==> src/rtl/rob_pkg.sv <==
// Shared defaults and types for the reorder buffer slice.
package rob_pkg;
    localparam int ROB_DEPTH_DEFAULT   = 8;
    localparam int PHYS_ADDR_W_DEFAULT = 5;
    localparam int ARCH_ADDR_W_DEFAULT = 5;
    localparam int ROB_IDX_W           = $clog2(ROB_DEPTH_DEFAULT);

    typedef logic [ROB_IDX_W-1:0] ROB_IDX;
    // Index plus wrap bit in the MSB
    typedef logic [ROB_IDX_W:0]   ROB_PTR;

    typedef struct packed {
        logic                           valid;
        logic                           done;
        logic [ARCH_ADDR_W_DEFAULT-1:0] arch_dest;
        logic [PHYS_ADDR_W_DEFAULT-1:0] phys_dest;
        logic [PHYS_ADDR_W_DEFAULT-1:0] phys_dest_old;
    } ROB_ENTRY;
endpackage

==> src/rtl/reorder_buffer_if.sv <==
// Dispatch, completion and retirement signals of the reorder buffer.
interface reorder_buffer_if
    import rob_pkg::*;
#(
    parameter int ROB_DEPTH   = ROB_DEPTH_DEFAULT,
    parameter int PHYS_ADDR_W = PHYS_ADDR_W_DEFAULT,
    parameter int ARCH_ADDR_W = ARCH_ADDR_W_DEFAULT
);
    localparam int IDX_W = $clog2(ROB_DEPTH);

    logic                   dispatch_valid;
    logic [ARCH_ADDR_W-1:0] dispatch_arch_dest;
    logic [PHYS_ADDR_W-1:0] dispatch_phys_dest;
    logic [PHYS_ADDR_W-1:0] dispatch_phys_dest_old;
    logic                   dispatch_ready;
    logic [IDX_W-1:0]       dispatch_tag;
    logic                   cdb_valid;
    logic [IDX_W-1:0]       cdb_tag;
    logic                   retire_valid;
    logic [ARCH_ADDR_W-1:0] commit_arch_dest;
    logic [PHYS_ADDR_W-1:0] commit_phys_dest;
    logic                   commit_flag;
    logic [PHYS_ADDR_W-1:0] commit_phys_reg;
    logic [IDX_W:0]         count;

    modport master (
        output dispatch_valid, dispatch_arch_dest, dispatch_phys_dest, dispatch_phys_dest_old,
        output cdb_valid, cdb_tag,
        input  dispatch_ready, dispatch_tag, retire_valid, commit_arch_dest,
        input  commit_phys_dest, commit_flag, commit_phys_reg, count
    );

    modport slave (
        input  dispatch_valid, dispatch_arch_dest, dispatch_phys_dest, dispatch_phys_dest_old,
        input  cdb_valid, cdb_tag,
        output dispatch_ready, dispatch_tag, retire_valid, commit_arch_dest,
        output commit_phys_dest, commit_flag, commit_phys_reg, count
    );
endinterface

==> src/rtl/rob_ptr.sv <==
// Circular pointer with wrap bit; clear_i returns it to zero like reset.
module rob_ptr
    import rob_pkg::*;
#(
    parameter int IDX_W = ROB_IDX_W
) (
    input  logic             clk,
    input  logic             reset,
    input  logic             clear_i,
    input  logic             inc_i,
    output logic [IDX_W-1:0] idx_o,
    output logic             wrap_o
);
    logic [IDX_W:0] ptr_q;
    logic [IDX_W:0] ptr_d;

    // Depth is a power of two, so index overflow carries straight into the wrap bit
    always_comb begin
        ptr_d = ptr_q;
        if (inc_i) begin
            ptr_d = ptr_q + {{IDX_W{1'b0}}, 1'b1};
        end
    end

    always_ff @(posedge clk) begin
        if (reset || clear_i) begin
            ptr_q <= '0;
        end else begin
            ptr_q <= ptr_d;
        end
    end

    assign idx_o  = ptr_q[IDX_W-1:0];
    assign wrap_o = ptr_q[IDX_W];
endmodule

==> src/rtl/reorder_buffer.sv <==
// In-order retirement buffer fed by rename; frees superseded physical registers on retire.
// Optional flush input enabled by defining ROB_FLUSH_EN.
module reorder_buffer
    import rob_pkg::*;
#(
    parameter int ROB_DEPTH   = ROB_DEPTH_DEFAULT,
    parameter int PHYS_ADDR_W = PHYS_ADDR_W_DEFAULT,
    parameter int ARCH_ADDR_W = ARCH_ADDR_W_DEFAULT
) (
    input logic clk,
    input logic reset,
`ifdef ROB_FLUSH_EN
    input logic flush,
`endif
    reorder_buffer_if.slave rob
);
    localparam int IDX_W = $clog2(ROB_DEPTH);
    localparam int CNT_W = IDX_W + 1;

    logic [IDX_W-1:0] head_idx;
    logic [IDX_W-1:0] tail_idx;
    logic             head_wrap;
    logic             tail_wrap;
    logic             flush_w;
    logic             dispatch_fire;
    logic             retire_fire;
    logic             cdb_hit;

    logic [ROB_DEPTH-1:0] valid_q;
    logic [ROB_DEPTH-1:0] valid_d;
    logic [ROB_DEPTH-1:0] done_q;
    logic [ROB_DEPTH-1:0] done_d;
    logic [ROB_DEPTH-1:0] wr_sel;
    logic [ROB_DEPTH-1:0] rt_sel;
    logic [ROB_DEPTH-1:0] cdb_sel;

    logic [ARCH_ADDR_W-1:0] arch_q [ROB_DEPTH];
    logic [PHYS_ADDR_W-1:0] phys_q [ROB_DEPTH];
    logic [PHYS_ADDR_W-1:0] old_q  [ROB_DEPTH];

    logic                   retire_valid_q;
    logic                   commit_flag_q;
    logic [ARCH_ADDR_W-1:0] commit_arch_q;
    logic [PHYS_ADDR_W-1:0] commit_phys_q;
    logic [PHYS_ADDR_W-1:0] commit_reg_q;

`ifdef ROB_FLUSH_EN
    assign flush_w = flush;
`else
    assign flush_w = 1'b0;
`endif

    rob_ptr #(.IDX_W(IDX_W)) u_head_ptr (
        .clk     (clk),
        .reset   (reset),
        .clear_i (flush_w),
        .inc_i   (retire_fire),
        .idx_o   (head_idx),
        .wrap_o  (head_wrap)
    );

    rob_ptr #(.IDX_W(IDX_W)) u_tail_ptr (
        .clk     (clk),
        .reset   (reset),
        .clear_i (flush_w),
        .inc_i   (dispatch_fire),
        .idx_o   (tail_idx),
        .wrap_o  (tail_wrap)
    );

    // Pointer distance is the occupancy; the wrap bit separates full from empty
    assign rob.count          = {tail_wrap, tail_idx} - {head_wrap, head_idx};
    assign rob.dispatch_ready = (rob.count != CNT_W'(ROB_DEPTH));
    assign rob.dispatch_tag   = tail_idx;

    assign dispatch_fire = rob.dispatch_valid && rob.dispatch_ready;
    assign retire_fire   = valid_q[head_idx] && done_q[head_idx];
    assign cdb_hit       = rob.cdb_valid && valid_q[rob.cdb_tag]
                           && !(dispatch_fire && (rob.cdb_tag == tail_idx));

    // A slot is never written and retired in one cycle: that needs a full buffer, which blocks dispatch
    for (genvar gi = 0; gi < ROB_DEPTH; gi++) begin : g_entry
        assign wr_sel[gi]  = dispatch_fire && (tail_idx == IDX_W'(gi));
        assign rt_sel[gi]  = retire_fire && (head_idx == IDX_W'(gi));
        assign cdb_sel[gi] = cdb_hit && (rob.cdb_tag == IDX_W'(gi));
        assign valid_d[gi] = wr_sel[gi] | (valid_q[gi] & ~rt_sel[gi]);
        assign done_d[gi]  = ~wr_sel[gi] & ~rt_sel[gi] & (done_q[gi] | cdb_sel[gi]);
    end

    always_ff @(posedge clk) begin
        if (reset || flush_w) begin
            valid_q <= '0;
            done_q  <= '0;
        end else begin
            valid_q <= valid_d;
            done_q  <= done_d;
        end
    end

    always_ff @(posedge clk) begin
        if (dispatch_fire && !flush_w) begin
            arch_q[tail_idx] <= rob.dispatch_arch_dest;
            phys_q[tail_idx] <= rob.dispatch_phys_dest;
            old_q[tail_idx]  <= rob.dispatch_phys_dest_old;
        end
    end

    // Physical register 0 is the reset mapping and never goes back to the free list
    always_ff @(posedge clk) begin
        if (reset) begin
            retire_valid_q <= 1'b0;
            commit_flag_q  <= 1'b0;
            commit_arch_q  <= '0;
            commit_phys_q  <= '0;
            commit_reg_q   <= '0;
        end else if (flush_w) begin
            retire_valid_q <= 1'b0;
            commit_flag_q  <= 1'b0;
        end else begin
            retire_valid_q <= retire_fire;
            commit_flag_q  <= retire_fire && (old_q[head_idx] != '0);
            if (retire_fire) begin
                commit_arch_q <= arch_q[head_idx];
                commit_phys_q <= phys_q[head_idx];
                commit_reg_q  <= old_q[head_idx];
            end
        end
    end

    assign rob.retire_valid     = retire_valid_q;
    assign rob.commit_flag      = commit_flag_q;
    assign rob.commit_arch_dest = commit_arch_q;
    assign rob.commit_phys_dest = commit_phys_q;
    assign rob.commit_phys_reg  = commit_reg_q;
endmodule

==> src/flat_wrapper.sv <==
// flat-port wrapper written by rule: the top's interface ports become plain ports
module reorder_buffer_flat import rob_pkg::*;
#(
    parameter int ROB_DEPTH   = ROB_DEPTH_DEFAULT,
    parameter int PHYS_ADDR_W = PHYS_ADDR_W_DEFAULT,
    parameter int ARCH_ADDR_W = ARCH_ADDR_W_DEFAULT
)
  (clk, reset, rob_dispatch_valid, rob_dispatch_arch_dest, rob_dispatch_phys_dest, rob_dispatch_phys_dest_old, rob_cdb_valid, rob_cdb_tag, rob_dispatch_ready, rob_dispatch_tag, rob_retire_valid, rob_commit_arch_dest, rob_commit_phys_dest, rob_commit_flag, rob_commit_phys_reg, rob_count);
  reorder_buffer_if #(.ROB_DEPTH(ROB_DEPTH), .PHYS_ADDR_W(PHYS_ADDR_W), .ARCH_ADDR_W(ARCH_ADDR_W)) rob_i ();
  input logic clk;
  input logic reset;
  input wire logic [$bits(rob_i.dispatch_valid)-1:0] rob_dispatch_valid;
  input wire logic [$bits(rob_i.dispatch_arch_dest)-1:0] rob_dispatch_arch_dest;
  input wire logic [$bits(rob_i.dispatch_phys_dest)-1:0] rob_dispatch_phys_dest;
  input wire logic [$bits(rob_i.dispatch_phys_dest_old)-1:0] rob_dispatch_phys_dest_old;
  input wire logic [$bits(rob_i.cdb_valid)-1:0] rob_cdb_valid;
  input wire logic [$bits(rob_i.cdb_tag)-1:0] rob_cdb_tag;
  output wire logic [$bits(rob_i.dispatch_ready)-1:0] rob_dispatch_ready;
  output wire logic [$bits(rob_i.dispatch_tag)-1:0] rob_dispatch_tag;
  output wire logic [$bits(rob_i.retire_valid)-1:0] rob_retire_valid;
  output wire logic [$bits(rob_i.commit_arch_dest)-1:0] rob_commit_arch_dest;
  output wire logic [$bits(rob_i.commit_phys_dest)-1:0] rob_commit_phys_dest;
  output wire logic [$bits(rob_i.commit_flag)-1:0] rob_commit_flag;
  output wire logic [$bits(rob_i.commit_phys_reg)-1:0] rob_commit_phys_reg;
  output wire logic [$bits(rob_i.count)-1:0] rob_count;
  assign rob_i.dispatch_valid = rob_dispatch_valid;
  assign rob_i.dispatch_arch_dest = rob_dispatch_arch_dest;
  assign rob_i.dispatch_phys_dest = rob_dispatch_phys_dest;
  assign rob_i.dispatch_phys_dest_old = rob_dispatch_phys_dest_old;
  assign rob_i.cdb_valid = rob_cdb_valid;
  assign rob_i.cdb_tag = rob_cdb_tag;
  assign rob_dispatch_ready = rob_i.dispatch_ready;
  assign rob_dispatch_tag = rob_i.dispatch_tag;
  assign rob_retire_valid = rob_i.retire_valid;
  assign rob_commit_arch_dest = rob_i.commit_arch_dest;
  assign rob_commit_phys_dest = rob_i.commit_phys_dest;
  assign rob_commit_flag = rob_i.commit_flag;
  assign rob_commit_phys_reg = rob_i.commit_phys_reg;
  assign rob_count = rob_i.count;
  reorder_buffer #(.ROB_DEPTH(ROB_DEPTH), .PHYS_ADDR_W(PHYS_ADDR_W), .ARCH_ADDR_W(ARCH_ADDR_W)) u_core (.clk(clk), .reset(reset), .rob(rob_i));
endmodule
==> config.mk <==
export PLATFORM = sky130hd
export DESIGN_NAME = reorder_buffer_flat
export DESIGN_NICKNAME = d
export VERILOG_FILES = /design/src/rtl/rob_pkg.sv /design/src/rtl/reorder_buffer_if.sv /design/src/rtl/rob_ptr.sv /design/src/rtl/reorder_buffer.sv /design/src/flat_wrapper.sv
export SDC_FILE = /design/constraint.sdc
export NUM_CORES = 1
export LEC_CHECK = 0
export ABC_AREA = 1
export BUFFER_PORTS_ARGS = -buffer_cell sky130_fd_sc_hd__buf_2
export CORE_ASPECT_RATIO = 0.8
export CORE_MARGIN = 4
export CORE_UTILIZATION = 35
export CTS_CLUSTER_DIAMETER = 30
export DETAILED_ROUTE_END_ITERATION = 10
export SLEW_MARGIN = 20
export SYNTH_ARGS = -nofsm -noshare
export SYNTH_HDL_FRONTEND = slang
export SYNTH_SLANG_ARGS = --single-unit
==> constraint.sdc <==
create_clock -name clk -period 9.45 [get_ports clk]
set_input_delay 2.835 -clock clk [delete_from_list [all_inputs] [get_ports clk]]
set_output_delay 2.835 -clock clk [all_outputs]
set_load 0.1 [all_outputs]
==> results of run 1 <==
-- worst max-delay path: cells and delay by family (launching register included) --
| kind | cells | cell delay [ps] |
|---|---|---|
| flip-flops | 1 | 1070 |
| AND/OR/NAND/NOR | 3 | 710 |
| adder cells (fa/ha/maj) | 1 | 450 |
| buffers and inverters | 3 | 1730 |
-- worst max path at each step --
stage | from | to | slack, ps | cells after the start
6_report | u_core.u_head_ptr.ptr_q[1]$_SDFFE_PP0P_ | rob_dispatch_ready | 2220 | 7
5_1_grt | u_core.u_head_ptr.ptr_q[1]$_SDFFE_PP0P_ | rob_dispatch_ready | 2030 | 7
4_1_cts | u_core.u_head_ptr.ptr_q[1]$_SDFFE_PP0P_ | rob_dispatch_ready | 2260 | 7
3_5_place_dp | u_core.u_head_ptr.ptr_q[1]$_SDFFE_PP0P_ | rob_dispatch_ready | 2730 | 7
3_3_place_gp | u_core.u_head_ptr.ptr_q[1]$_SDFFE_PP0P_ | rob_dispatch_ready | 2800 | 7
2_1_floorplan | u_core.u_tail_ptr.ptr_q[0]$_SDFFE_PP0P_ | rob_dispatch_ready | 2920 | 9
-- synthesized netlist by cell type, drive strengths merged, types with 2 or more instances --
library cell	count
a21oi	33
and2	4
buf	18
clkbuf	16
clkinv	4
dfxtp	44
edfxtp	120
ha	15
inv	39
nand2	165
nand3	46
nand4	7
nor2	113
o21ai	74
o22ai	20
xor2	2
-- final cells by class --
class | count | area, um^2 | share of cell area
Multi-Input combinational cell | 483 | 2270 | 0.279
Tap cell | 264 | 330 | 0.0405
Inverter | 43 | 161 | 0.0198
Clock inverter | 13 | 171 | 0.0210
Timing Repair Buffer | 55 | 298 | 0.0365
Sequential cell | 164 | 4490 | 0.550
Clock buffer | 19 | 433 | 0.0531
-- per-layer routing --
metal,track usage,routed length (um),part of all wire
met1,0.213,8150,0.49
met2,0.226,7360,0.44
met3,0.0379,1020,0.060
met4,0.0532,265,0.016
met5,0,13,0.00077
-- power breakdown --
part	total [mW]	leakage (nW)	internal, mW	switching, mW
Sequential	0.814	1.44	0.801	0.0129
Combinational	0.156	1.38	0.0348	0.121
Clock	0.710	0.289	0.420	0.289
Total	1.68	3.11	1.26	0.423
-- stage by stage --
stage	power, mW	area [um^2]
CTS	1.69	8150
finish	1.68	8150
detailed placement	0.986	7550
floorplan	0.940	7090
global route	1.74	8150
global placement	0.985	7550
-- logic make-up after synthesis --
logic type / after synthesis / share of synthesized area
AOI/OAI and AO/OA: 128 / 0.0945
and+or+nand+nor: 337 / 0.194
DFF: 164 / 0.633
adders and majority gates: 16 / 0.0293
xor gates and xnor gates: 2 / 0.00247
buffers and inverters: 77 / 0.0475
==> flow_summary.yaml, run 1 <==
floorplan:
  die_w_um: 167
  core-area_mm2: 0.0199
  ios: 47
  dieArea_mm2: 0.0226
  start_util: 0.357
  die_y_um: 135
  rows: 46
detailed_routing:
  dr.pass1.iters: 5
  antenna_left: 0
  drc: 0
  initialDrtViolationCount: 505
  routed_wl_um: 16800
  via_count: 5140
  wl_per_cell_um: 16.1
  viasPerCell: 4.94
clock_network:
  hold_buffers: 0
  insertion_delay_ps: 430
  htree_levels: 4
  clkSinkCount: 164
  cts_resized: 0
  cts_buffer_depth: 2
  tritoncts: "yes"
  postCtsSetupBuffers: 0
  clk_pin_slew_ps: 60
  cts_inserted_buffers: 17
  cts.root.buffer_cell: "clkbuf_16"
setup_path:
  path_cells: "clkinv_1 -> buf_4 -> fa_1 -> or2_2 -> nor2_1 -> nand3_1 -> buf_2"
  regToRegEndpoint: "u_core.arch_q[7][4]$_DFFE_PP_"
  critPathKind: "flop to output pin"
  arrival_ps: 4390
  r2r_cells: 10
  r2r-start: "u_core.u_head_ptr.ptr_q[1]$_SDFFE_PP0P_"
  cp.required_ps: 6620
  cpPeakStageDelay_ps: 1070
  r2r_setup_slack_ps: 4590
  cp-end-kind: "output pin"
  cp_max_fo: 31
  crit_slowest_cell: "dfxtp_1"
  start_kind: "flop"
timing:
  setup_viol: 0
  layout_min_cycle_time_ps: 7230
  fmax_mhz: 138
  holdWs_ps: 464
  hold_viol: 0
  slew_headroom: 0.246
  rsz0062_at_grt: "false"
  fin_setup_tns_ps: 0
  slew_violations: 0
  tightest_slew_ps: 1130
  finalWorstSetupSlack_ps: 2220
  finalCritPeriodShare: 0.765
  finClkSkew_ps: 8.70
grt:
  grt_max_degree: 60
  grt_remaining_overflow: 0
  antenna_found_initial: 1
  grt_usage: 0.151
  grt_first_pass_wirelength_um: 26200
  grt_pass1_vias: 4796
job:
  cap_violations: 0
power_and_ir_drop:
  vdd_drop_max_mv: 0.107
  power.density_mw_per_mm2: 206
  p_leak_nw: 3.11
yosys:
  synth_top_area_frac: 0.508
  async_flop_share: 0
  synth.distinct_cells: 27
  yosys_warnings: 0
  synth_ff_type: "edfxtp_1"
  syn-num-nets: 762
  syn_area_mm2: 0.00709
  synth_seq_cells: 164
  synth_area_leaders: "edfxtp_1, dfxtp_1, nand2_1, nor2_1, o21ai_0"
  syn_avg_cell_area_um2: 9.79
  ys_seq_area_frac: 0.633
  synth_top_cell_by_area: "edfxtp_1"
  synth_edf_count: 120
  synthCells: 724
placed_design:
  port_buffers: 46
  numPlacedInstances: 1009
  dp_hpwl_um: 10500
  gp_congestion: 0.851
  pre_cts_slack_ps: 2730
finish:
  final_cell_mix: "nand2_1, edfxtp_1, nor2_1"
  utilization: 0.411
  stdcell_count: 1041
  drive_gt1_frac: 0.124
  diodes: 0
  final_common_cell: "nand2_1"
  final_nets: 802
  reg_top3: "u_core.arch_q x40, u_core.old_q x40, u_core.phys_q x40"
  fillCellCount: 1897
  area_growth_pct: 15.0
hold_path:
  hp-start: "u_core.rob.commit_phys_dest[1]$_SDFFE_PP0P_"
  worstHoldPathType: "flop to flop"
  min_path_cells: 2
  hold_path_end: "u_core.rob.commit_phys_dest[1]$_SDFFE_PP0P_"
run_status:
  status: "completed"
Note: power is estimated with default switching activity, not from simulation.
==> inputs of run 2 (changes only) <==
==> constraint.sdc (replaced) <==
create_clock -name clk -period 6.95 [get_ports clk]
set_input_delay 2.085 -clock clk [delete_from_list [all_inputs] [get_ports clk]]
set_output_delay 2.085 -clock clk [all_outputs]
set_load 0.1 [all_outputs]
==> run 2 against run 1 <==
Compared with the run above: setup slack got worse by 240 ps; critical path type unchanged; critical endpoint unchanged; sequential power rose by 36%; flip-flop and latch count did not move; wire length rose by 0.39%; largest cell class unchanged; total power rose by 28%.
==> flow_summary.yaml, run 2 (synthesis gave the netlist of run 1 again) <==
job:
  cap_violations: 0
floorplan:
  dieArea_mm2: 0.0226
  die_w_um: 167
  core-area_mm2: 0.0199
  die_y_um: 135
  ios: 47
  rows: 46
  start_util: 0.357
grt:
  grt_first_pass_wirelength_um: 26800
  grt_max_degree: 59
  grt_usage: 0.153
  met2_usage: 0.238
  use_met3: 0.0324
  grt_pass1_vias: 4894
  met1_usage: 0.219
  grt_remaining_overflow: 0
  top_usage_layer: "met2"
  antenna_found_initial: 1
hold_path:
  min_path_cells: 2
  hp-start: "u_core.rob.commit_arch_dest[0]$_SDFFE_PP0P_"
  hold_path_end: "u_core.rob.commit_arch_dest[0]$_SDFFE_PP0P_"
  worstHoldPathType: "flop to flop"
timing:
  hold_viol: 0
  rsz0062_at_grt: "false"
  fin_setup_tns_ps: 0
  layout_min_cycle_time_ps: 4970
  setup_viol: 0
  finClkSkew_ps: 7.57
  finalCritPeriodShare: 0.715
  slew_headroom: 0.415
  fmax_mhz: 201
  slew_violations: 0
  tightest_slew_ps: 876
  finalWorstSetupSlack_ps: 1980
setup_path:
  critPathKind: "flop to output pin"
  r2r-start: "u_core.u_tail_ptr.ptr_q[0]$_SDFFE_PP0P_"
  start_kind: "flop"
  cp-end-kind: "output pin"
  cp_max_fo: 11
  r2r_setup_slack_ps: 3650
  arrival_ps: 2880
  regToRegEndpoint: "u_core.arch_q[0][0]$_DFFE_PP_"
  cp.required_ps: 4870
  r2r_cells: 12
clock_network:
  htree_levels: 4
  cts.root.buffer_cell: "clkbuf_16"
  cts_resized: 0
  clkSinkCount: 164
  insertion_delay_ps: 430
  hold_buffers: 0
  tritoncts: "yes"
  cts_buffer_depth: 2
  postCtsSetupBuffers: 0
  clk_pin_slew_ps: 60
  cts_inserted_buffers: 17
finish:
  reg_top3: "u_core.arch_q x40, u_core.old_q x40, u_core.phys_q x40"
  final_nets: 806
  multi_input_area_mm2: 0.00228
  seq_area_mm2: 0.00449
  area_growth_pct: 14.3
  final_common_cell: "nand2_1"
  drive_gt1_frac: 0.124
  final_cell_mix: "nand2_1, edfxtp_1, nor2_1"
  diodes: 0
  fillCellCount: 1930
  utilization: 0.408
run_status:
  status: "completed"
detailed_routing:
  wl_per_cell_um: 16.1
  viasPerCell: 4.94
  via_count: 5158
  antenna_left: 0
  routed_wl_um: 16900
  initialDrtViolationCount: 565
  dr.pass1.iters: 5
  drc: 0
placed_design:
  dp_hpwl_um: 10600
  gp_congestion: 0.837
  pre_cts_slack_ps: 2420
  port_buffers: 46
power_and_ir_drop:
  vdd_drop_max_mv: 0.143
  power.density_mw_per_mm2: 266
  p_leak_nw: 3.10
==> run 2: changes by cell type in the layout (fill, tap and decap cells not counted), moves of 2 or more <==
cell       before  now
buf_4           9   13
bufinv_16       3    0
clkinv_2        1    5
clkbuf_1        2    4
inv_6           5    1
==> run 2: through the flow <==
stage	cells	hold slack (ps)	power, mW	area, um^2
final	1045	461	2.15	8100
after CTS	1045	463	2.16	8090
after global routing	1045	482	2.24	8100
after global placement	1013	453	1.34	7580
after detailed placement	1013	453	1.34	7580
after floorplan	724	439	1.28	7090
==> run 2: layer usage <==
| layer | part of all wire | wire length (um) |
|---|---|---|
| met1 | 0.48 | 8110 |
| met2 | 0.45 | 7520 |
| met3 | 0.061 | 1030 |
| met4 | 0.012 | 204 |
| met5 | 0.00077 | 13 |
==> run 2: area by class of cell <==
cell class / instances / area share
Clock buffer: 22 / 0.0561
Clock inverter: 10 / 0.00757
Inverter: 43 / 0.0199
Multi-Input combinational cell: 483 / 0.281
Sequential cell: 164 / 0.554
Tap cell: 264 / 0.0408
Timing Repair Buffer: 59 / 0.0405
==> run 2: worst max-delay path: stages (launching register included) <==
cell and delay (ps):
dfxtp_1 460, inv_1 160, ha_1 220, inv_1 90, fa_1 430, or2_2 300
nor2_1 100, nand3_1 300, buf_2 410
==> run 2: worst max-delay path by stage <==
stage	to	depth (start not counted)	start
after floorplan	rob_dispatch_ready	9	u_core.u_tail_ptr.ptr_q[0]$_SDFFE_PP0P_
after global placement	rob_dispatch_ready	8	u_core.u_head_ptr.ptr_q[1]$_SDFFE_PP0P_
after detailed placement	rob_dispatch_ready	8	u_core.u_tail_ptr.ptr_q[0]$_SDFFE_PP0P_
after CTS	rob_dispatch_ready	8	u_core.u_tail_ptr.ptr_q[0]$_SDFFE_PP0P_
after global routing	rob_dispatch_ready	8	u_core.u_tail_ptr.ptr_q[0]$_SDFFE_PP0P_
final	rob_dispatch_ready	8	u_core.u_tail_ptr.ptr_q[0]$_SDFFE_PP0P_
==> run 2: report_power, final <==
group | switching (mW) | internal, mW | leakage, nW
Sequential | 0.0169 | 1.09 | 1.44
Combinational | 0.167 | 0.0473 | 1.40
Clock | 0.370 | 0.463 | 0.251
